<file path="config.mk">
export PLATFORM = sky130hd
export DESIGN_NAME = regfile_wb_arbiter
export DESIGN_NICKNAME = d
export VERILOG_FILES = /design/src/rtl/regfile_pkg.sv /design/src/rtl/sat_counter.sv /design/src/rtl/regfile_wb_arbiter.sv
export SDC_FILE = /design/constraint.sdc
export NUM_CORES = 1
export LEC_CHECK = 0
export CORE_MARGIN = 1
export CORE_UTILIZATION = 30
export DETAILED_ROUTE_END_ITERATION = 7
export PLACE_DENSITY = 0.71
export SYNTH_ARGS = -nofsm -noshare
export SYNTH_HDL_FRONTEND = slang
export SYNTH_SLANG_ARGS = --single-unit
</file>
<file path="constraint.sdc">
create_clock -name clk -period 8 [get_ports clk]
set_clock_uncertainty 0.1 [all_clocks]
set_input_delay 1.6 -clock clk [delete_from_list [all_inputs] [get_ports clk]]
set_output_delay 1.6 -clock clk [all_outputs]
set_load 0.1 [all_outputs]
</file>
<file path="src/rtl/regfile_pkg.sv">
// Shared register-file definitions used by the bank and the pipeline controllers.
package regfile_pkg;

    parameter int unsigned XLEN     = 32;
    parameter int unsigned REG_AW   = 5;
    parameter int unsigned NUM_REGS = 32;

    // Writeback arbiter priority state
    typedef enum logic {
        PRIO_MEM,
        FORCE_ALU
    } arb_state_t;

endpackage

</file>
<file path="src/rtl/sat_counter.sv">
// Saturating up-counter with enable and asynchronous clear.
module sat_counter #(
    parameter int unsigned WIDTH = 16
) (
    input  logic             clk,
    input  logic             rst,
    input  logic             inc,
    output logic [WIDTH-1:0] count
);

    // Count up on inc and stick at all-ones
    always_ff @(posedge clk or posedge rst) begin
        if (rst) begin
            count <= '0;
        end else if (inc && (count != '1)) begin
            count <= count + 1'b1;
        end
    end

endmodule

</file>
<file path="src/rtl/regfile_wb_arbiter.sv">
// Arbitrates the register bank write port between the ALU and load writeback paths.
// Loads normally win; an ALU request that loses MAX_WAIT times in a row is forced through.
module regfile_wb_arbiter
    import regfile_pkg::*;
#(
    parameter int unsigned MAX_WAIT = 3,
    parameter int unsigned CNT_W    = 16
) (
    input  logic              clk,
    input  logic              rst,
    input  logic              alu_valid,
    input  logic [REG_AW-1:0] alu_rd,
    input  logic [XLEN-1:0]   alu_data,
    output logic              alu_ready,
    input  logic              mem_valid,
    input  logic [REG_AW-1:0] mem_rd,
    input  logic [XLEN-1:0]   mem_data,
    output logic              mem_ready,
    output logic              rf_we,
    output logic [REG_AW-1:0] rf_waddr,
    output logic [XLEN-1:0]   rf_wdata,
    output logic [CNT_W-1:0]  conflict_cnt
);

    localparam logic [3:0] WaitLimit = 4'(MAX_WAIT - 1);

    arb_state_t state, stateNext;
    logic [3:0] waitCnt, waitNext;
    logic       aluGrant, memGrant, aluLoses;

    // Grant decision; depends only on valids, state and reset
    always_comb begin
        aluGrant = 1'b0;
        memGrant = 1'b0;
        if (!rst) begin
            if ((state == FORCE_ALU) && alu_valid) begin
                aluGrant = 1'b1;
            end else if (mem_valid) begin
                memGrant = 1'b1;
            end else if (alu_valid) begin
                aluGrant = 1'b1;
            end
        end
    end

    assign alu_ready = aluGrant;
    assign mem_ready = memGrant;
    assign aluLoses  = alu_valid && !aluGrant;

    // Starvation tracking and priority state next-state
    always_comb begin
        stateNext = state;
        waitNext  = 4'd0;
        if (aluLoses && (waitCnt != 4'hF)) begin
            waitNext = waitCnt + 4'd1;
        end
        unique case (state)
            PRIO_MEM: begin
                if (aluLoses && (waitCnt == WaitLimit)) begin
                    stateNext = FORCE_ALU;
                end
            end
            FORCE_ALU: begin
                // ALU either got through or withdrew; start counting afresh
                if (aluGrant || !alu_valid) begin
                    stateNext = PRIO_MEM;
                    waitNext  = 4'd0;
                end
            end
            default: stateNext = PRIO_MEM;
        endcase
    end

    // Priority state and loss counter registers
    always_ff @(posedge clk or posedge rst) begin
        if (rst) begin
            state   <= PRIO_MEM;
            waitCnt <= 4'd0;
        end else begin
            state   <= stateNext;
            waitCnt <= waitNext;
        end
    end

    // Register the winning write; x0 is accepted but never enables the bank
    always_ff @(posedge clk or posedge rst) begin
        if (rst) begin
            rf_we    <= 1'b0;
            rf_waddr <= '0;
            rf_wdata <= '0;
        end else if (aluGrant) begin
            rf_we    <= (alu_rd != '0);
            rf_waddr <= alu_rd;
            rf_wdata <= alu_data;
        end else if (memGrant) begin
            rf_we    <= (mem_rd != '0);
            rf_waddr <= mem_rd;
            rf_wdata <= mem_data;
        end else begin
            rf_we    <= 1'b0;
        end
    end

    sat_counter #(
        .WIDTH (CNT_W)
    ) u_conflict_cnt (
        .clk   (clk),
        .rst   (rst),
        .inc   (alu_valid && mem_valid),
        .count (conflict_cnt)
    );

endmodule

</file>
Word level (Yosys, flattened, before mapping)
Index checks and enable logic that the tools add are counted.

word-level totals
  register bits after elaboration = 59
  input port bits = 78
  output and inout port bits = 56
  logic and storage cells = 43

cells by class
  add/subtract/negate cells = 2
  eq/ne operators = 3
  muxes and demuxes = 19
  bitwise gates (word level) = 1
  reductions and logical operators = 12

operators by type and width
  operator                                        number
  2-to-1 mux 32 bit                               2
  adder 16 x 1 -> 16 bit (second input constant)  1
  != test 16 bit (second input constant)          1
  2-to-1 mux 4 bit                                3
  2-to-1 mux 1 bit                                11
  2-to-1 mux 5 bit                                2
  nonzero test 5 bit                              2
  logical AND 1 bit                               6
  adder 4 x 1 -> 4 bit (second input constant)    1
  == test 4 x 2 -> 1 bit (second input constant)  1
  != test 4 bit (second input constant)           1
  zero test 1 bit                                 2
  one-hot mux 1 bit (2 select lines)              1
  nonzero test 2 bit                              1
  logical OR 1 bit                                1
  inverter 1 bit                                  1

Logic depth before layout (Yosys ltp)
Gate-level depths: netlist (run 1).

  word-level depth = 10
  mapped depth = 6
  depth with buffers taken out = 5

Cells and area by module
From an unflattened synthesis (run 1), not the netlist that was laid out.

second synthesis, totals
  cell total of the unflattened synthesis = 310
  area, all modules = 3113.0 um^2

by module, submodules not included
  module              times used  cells an instance  area each (um^2)  seq. area each (um^2)
  regfile_wb_arbiter  1           239                2307.2            1076.0
  sat_counter         1           71                 805.8             400.4

Worst setup path after synthesis (run 1)
No wires, ideal clock.

  kind = input to output
  start point = in rst
  end point = out mem_ready
  arrival time = 4.114 ns
  required time = 6.300 ns
  setup slack = 2.186 ns
  cell stages on the path = 3
  buffers on the path = 1
  path through = inv_1 and3_1 clkbuf_1

on the way
  longest elaborated chain between the ends = 1

RTL lines
  item              RTL line                  text
  from (decl)       regfile_wb_arbiter.sv:10  input logic rst,
  2-to-1 mux 1 bit  regfile_wb_arbiter.sv:35  if (!rst) begin
  to (decl)         regfile_wb_arbiter.sv:18  output logic mem_ready,

Every way passes these cells.

Worst setup path after layout (run 1)
Same ends and word-level chain as after synthesis.

==> flow_summary_export.csv, run 1 <==
group,metric,value,unit
placed_design,portBuffers,133,
drt,drc_errors,0,
sta,holdWs,379.2,ps
sta,setup_viol,0,
floorplan,start_util,31.48,%
synth,ys_top_cells_by_area,"dfrtp_1, mux2i_1, o21ai_0, nand2_1, xnor2_1",
synth,yosysTopAreaCellShare,52.75,%
clock_network,cts_hold_buf,0,
synth,synth_seq_cells,59,
sta,max_freq,0.1827,GHz
clock_network,cts_buffer_depth,2,
worst_setup_path,crit_type,"in2out",
synth,synth_area_leader_cell,"dfrtp_1",
sta,tns,0,ps
clock_network,cts_sinks,59,
synth,syn_nets,341,
global_route,grt_max_degree,71,
final_layout,regArea,1476,µm²
final_layout,antennaDiodeCount,0,
drt,wire_per_inst,13.99,µm
sta,finalCriticalPeriod,5473,ps
final_layout,layout_common_cells,"clkdlybuf4s50_1, dfrtp_1, nand2_1",
placed_design,gp_congestion,0.7716,
synth,syn_area_per_cell,10.77,µm²
worst_setup_path,crit_start,"rst",
final_layout,synthToLayoutAreaGrowth,58.87,%
global_route,grt_pass1_wl,11430,µm
global_route,grt_usage,15.00,%
placed_design,placed_cells,492,
power,power,1.146,mW
clock_network,clk_pin_slew,60,ps
sta,rsz0062_at_grt,"false",
clock_network,cts_tree,"yes",
final_layout,layout-drive-gt1-share,6.281,%
outcome,status,"finished, final reports clean",
drt,drt.antenna.violating_nets,0,
power,ir_worst_vdd,142.6,µV
sta,slew_headroom,28.35,%
floorplan,die_h,98.59,µm
clock_network,cts_setup_buffers,0,
worst_setup_path,required,6300,ps
drt,vias,2409,
synth,synth_seq_area_share,52.75,%
final_layout,multi_input_comb_area,1251,µm²
floorplan,die_w,98.59,µm
global_route,grt_pass1_vias,2437,
floorplan,placementRows,34,
worst_setup_path,worst-path-max-fanout,12,
floorplan,dieArea,9720,µm²
sta,hold_viol,0,
placed_design,dpl.hpwl,5303,µm
worst_setup_path,endpoint_kind,"output port",
clock_network,cts_root_buffer,"clkbuf_8",
sta,final_max_slew_viol_count,0,
sta,tightest_slew,1071,ps
min_path,hold_path.class,"reg2reg",
final_layout,layout.nets,476,
drt,vias_per_cell,4.761,
worst_setup_path,crit_arrival,3770,ps
clock_network,worstSkewPairLatency,320,ps
run,cap_violations,0,
floorplan,pin_count,134,
synth,ys.warnings.count,0,
final_layout,final_cells,506,
drt,drtPass1Iterations,4,
global_route,grt-ovfl-total,0,
power,leakage,2.076,nW
final_layout,final_core_util,50.01,%
global_route,antenna_found_initial,0,
power,power_density,257.7,nW/µm²
clock_network,h-tree-depth,3,
worst_setup_path,crit_path_start_kind,"input port",
synth,synth.cell_area,2799,µm²
min_path,min-delay-start,"rf_wdata[18]",
synth,syn-instance-count,260,
worst_setup_path,r2r-start,"u_conflict_cnt.count[0]",
synth,ys_types,32,
clock_network,post_cts_resized,0,
clock_network,numCtsBuffers,9,
final_layout,final_common_cell,"clkdlybuf4s50_1",
final_layout,fill_cells,844,
drt,drtIter0Drc,84,
drt,wirelength,7081,µm
sta,min_period_over_period,68.41,%
floorplan,coreArea,8891,µm²
==> area by class of cell <==
type / count / area share [%]
Timing Repair Buffer: 136 / 30.44
Tap cell: 108 / 3.039
Clock inverter: 2 / 0.7878
Inverter: 8 / 0.6753
Clock buffer: 12 / 3.714
Sequential cell: 59 / 33.20
Multi-Input combinational cell: 181 / 28.14
==> cell families (layout without fill, tap and decap cells) <==
kind of cell / count (synthesis) / after routing / share of synthesized area, %
compound gates: 51 / 51 / 11.67
fa+ha+maj: 3 / 3 / 1.341
buf+inv: 20 / 158 / 3.129
simple gates: 80 / 80 / 14.93
flops: 59 / 59 / 52.75
xor+xnor: 14 / 14 / 4.381
mux: 33 / 33 / 11.80
==> cell usage after synthesis, drive strengths merged <==
master   number
xnor2         8
and3          4
nor2          5
clkbuf        8
xor2          6
o21ai        41
nand4b        1
a2111oi       1
or4           3
nor4          1
a222oi        4
and4bb        1
o41ai         1
dfrtp        59
inv           8
o41a          1
ha            3
nand4         7
buf           4
nor3          4
nand2b        1
nand2        43
and4          4
nand3         5
a21oi         3
mux2i        33
and2          1
==> critical path, stage by stage <==
cell	delay (ps)
clkdlybuf4s50_1	440
inv_2	210
and3_1	340
clkdlybuf4s50_1	1180
==> sequential cells by signal, indices dropped and copies added (netlist names) <==
register	count
rf_we	1
rf_wdata	32
state	1
rf_waddr	5
u_conflict_cnt.count	16
waitCnt	4
==> routing by layer <==
metal / global-route usage (%) / up-vias / share of wire, %
met5: 0 / - / 0
met1: 18.00 / 1121 / 43
met3: 2.908 / 14 / 5.4
met2: 25.62 / 86 / 49
met4: 7.807 / 0 / 2.1
li1: - / 1188 / -
==> final timing paths <==
kind	end	slack [ps]	cells past startpoint
worst min-delay path	rf_wdata[18]	380	2
worst min register to register	rf_wdata[18]	380	2
worst max-delay path	mem_ready	2530	4
min in group asynchronous	rf_waddr[0]	1460	2
max in group asynchronous	rf_wdata[22]	5420	3
worst max register to register	u_conflict_cnt.count[15]	6010	5
==> power breakdown <==
group / leakage [nW] / total (mW) / switching, mW / internal (mW)
clock: 0.104 / 0.272 / 0.107 / 0.165
sequential: 0.748 / 0.376 / 0.0374 / 0.339
combinational: 1.22 / 0.497 / 0.367 / 0.131
total: 2.08 / 1.15 / 0.511 / 0.635
==> per-stage QoR <==
step	setup slack [ps]	instance area, µm²
floorplan	2186	2799
global route	2439	4447
detailed placement	2522	4247
CTS	2515	4447
finish	2527	4447
global placement	2530	4247
No activity file was read; power rests on OpenSTA's default activity.
==> inputs of run 2 (changes only) <==
--- a/config.mk
+++ b/config.mk
@@ -8,7 +8,7 @@
 export CORE_MARGIN = 1
 export CORE_UTILIZATION = 30
 export DETAILED_ROUTE_END_ITERATION = 7
-export PLACE_DENSITY = 0.71
+export PLACE_DENSITY = 0.73
 export SYNTH_ARGS = -nofsm -noshare
 export SYNTH_HDL_FRONTEND = slang
 export SYNTH_SLANG_ARGS = --single-unit
==> constraint.sdc (replaced) <==
create_clock -name clk -period 4.8 [get_ports clk]
set_clock_uncertainty 0.1 [all_clocks]
set_input_delay 0.96 -clock clk [delete_from_list [all_inputs] [get_ports clk]]
set_output_delay 0.96 -clock clk [all_outputs]
set_load 0.1 [all_outputs]
==> flow_summary_export.csv, run 2 (synthesized netlist as in run 1, its figures left out) <==
group,metric,value,unit
global_route,grt_usage,14.98,%
sta,max_freq,0.2988,GHz
clock_network,cts_tree,"yes",
sta,hold_viol,0,
power,power_density,417.6,nW/µm²
drt,wirelength,7180,µm
drt,drt.antenna.violating_nets,0,
final_layout,largest_reg_flops,32,
final_layout,synthToLayoutAreaGrowth,58.43,%
sta,rsz0062_at_grt,"false",
clock_network,numCtsBuffers,9,
power,ir_worst_vdd,218.7,µV
sta,final_max_slew_viol_count,0,
final_layout,antennaDiodeCount,0,
final_layout,top_regs,"rf_wdata: 32 flops, u_conflict_cnt.count: 16 flops, rf_waddr: 5 flops",
worst_setup_path,crit_type,"in2out",
clock_network,cts_buffer_depth,2,
run,cap_violations,0,
final_layout,top_register,"rf_wdata",
final_layout,layout_common_cells,"clkdlybuf4s50_1, dfrtp_1, nand2_1",
floorplan,die_w,98.59,µm
global_route,grt_pass1_vias,2309,
sta,tightest_slew,1004,ps
global_route,grt-ovfl-total,0,
sta,tns,0,ps
clock_network,cts_setup_buffers,0,
placed_design,portBuffers,133,
min_path,hold_path.class,"reg2reg",
drt,vias_per_cell,4.750,
floorplan,dieArea,9720,µm²
floorplan,pin_count,134,
sta,finalCriticalPeriod,3347,ps
final_layout,layout-drive-gt1-share,7.000,%
worst_setup_path,required,3740,ps
clock_network,h-tree-depth,3,
worst_setup_path,worst-path-max-fanout,6,
floorplan,die_h,98.59,µm
worst_setup_path,endpoint_kind,"output port",
drt,drtPass1Iterations,5,
global_route,grt_pass1_wl,11270,µm
floorplan,placementRows,34,
power,leakage,2.066,nW
drt,drc_errors,0,
floorplan,start_util,31.48,%
final_layout,layout.nets,476,
outcome,status,"finished, final reports clean",
sta,final.setup.worst_slack,1453,ps
drt,vias,2413,
placed_design,dpl.hpwl,5538,µm
placed_design,gp_congestion,0.7921,
clock_network,cts_root_buffer,"clkbuf_8",
clock_network,post_cts_resized,0,
clock_network,cts_sinks,59,
drt,wire_per_inst,14.13,µm
floorplan,coreArea,8891,µm²
global_route,grt_max_degree,57,
final_layout,final_core_util,49.87,%
sta,holdWs,381.9,ps
clock_network,clk_pin_slew,60,ps
global_route,antenna_found_initial,0,
sta,setup_viol,0,
worst_setup_path,crit_path_start_kind,"input port",
sta,slew_headroom,32.85,%
placed_design,dp_slack,1380,ps
sta,min_period_over_period,69.73,%
drt,drtIter0Drc,58,
clock_network,cts_hold_buf,0,
worst_setup_path,crit_arrival,2290,ps
final_layout,final_common_cell,"clkdlybuf4s50_1",
clock_network,worstSkewPairLatency,320,ps
run 2: cell types whose count changed in the layout (fill, tap and decap cells not counted), sizes merged:
cell / before / now
buf: 3 / 5
clkinvlp: 0 / 2
bufinv: 1 / 0
clkinv: 1 / 2
clkdlybuf4s50: 133 / 131
run 2: worst max-delay path, stage by stage:
cell and delay (ps):
clkdlybuf4s50_1 580, nand2_1 110, and3_1 290, buf_4 340
run 2: where the power goes:
group          leakage (nW)  total, mW  switching [mW]  internal (mW)
sequential            0.748      0.628          0.0627          0.565
combinational          1.23      0.830           0.611          0.219
clock                0.0884      0.394           0.181          0.214
run 2: final cells by class:
cell class / count / area (µm²)
fillers: 822 / 4457
flip-flops and latches: 59 / 1476
repair buffers: 136 / 1361
multi-input cells: 181 / 1251
clock buffers: 12 / 155.1
well taps: 108 / 135.1
inverters: 8 / 30.03
clock inverters: 4 / 25.02
run 2: per-stage QoR:
stage | total power, mW | area [µm²] | std cells
floorplan | 1.226 | 2799 | 260
global placement | 1.463 | 4254 | 492
detailed placement | 1.472 | 4254 | 492
CTS | 1.878 | 4434 | 508
global route | 1.931 | 4434 | 508
finish | 1.852 | 4434 | 508
run 2: layer usage:
| layer | part of all wire (%) | wire (µm) | track usage (%) |
|---|---|---|---|
| met5 | 0 | 0 | 0 |
| met4 | 0.79 | 57 | 4.822 |
| met3 | 6.1 | 441 | 4.184 |
| met2 | 51 | 3643 | 25.89 |
| met1 | 42 | 3038 | 18.09 |
run 2: path summary, 6_finish.rpt:
kind                                              start                       end  slack [ps]  cells after the start
worst max-delay path                          alu_valid                 mem_ready        1450                      4
worst min-delay path                       rf_wdata[15]              rf_wdata[15]         380                      2
worst max register to register  u_conflict_cnt.count[0]  u_conflict_cnt.count[15]        2830                      5
worst min register to register             rf_wdata[15]              rf_wdata[15]         380                      2
max in group asynchronous                           rst              rf_wdata[27]        2910                      3
min in group asynchronous                           rst               rf_waddr[2]         780                      2
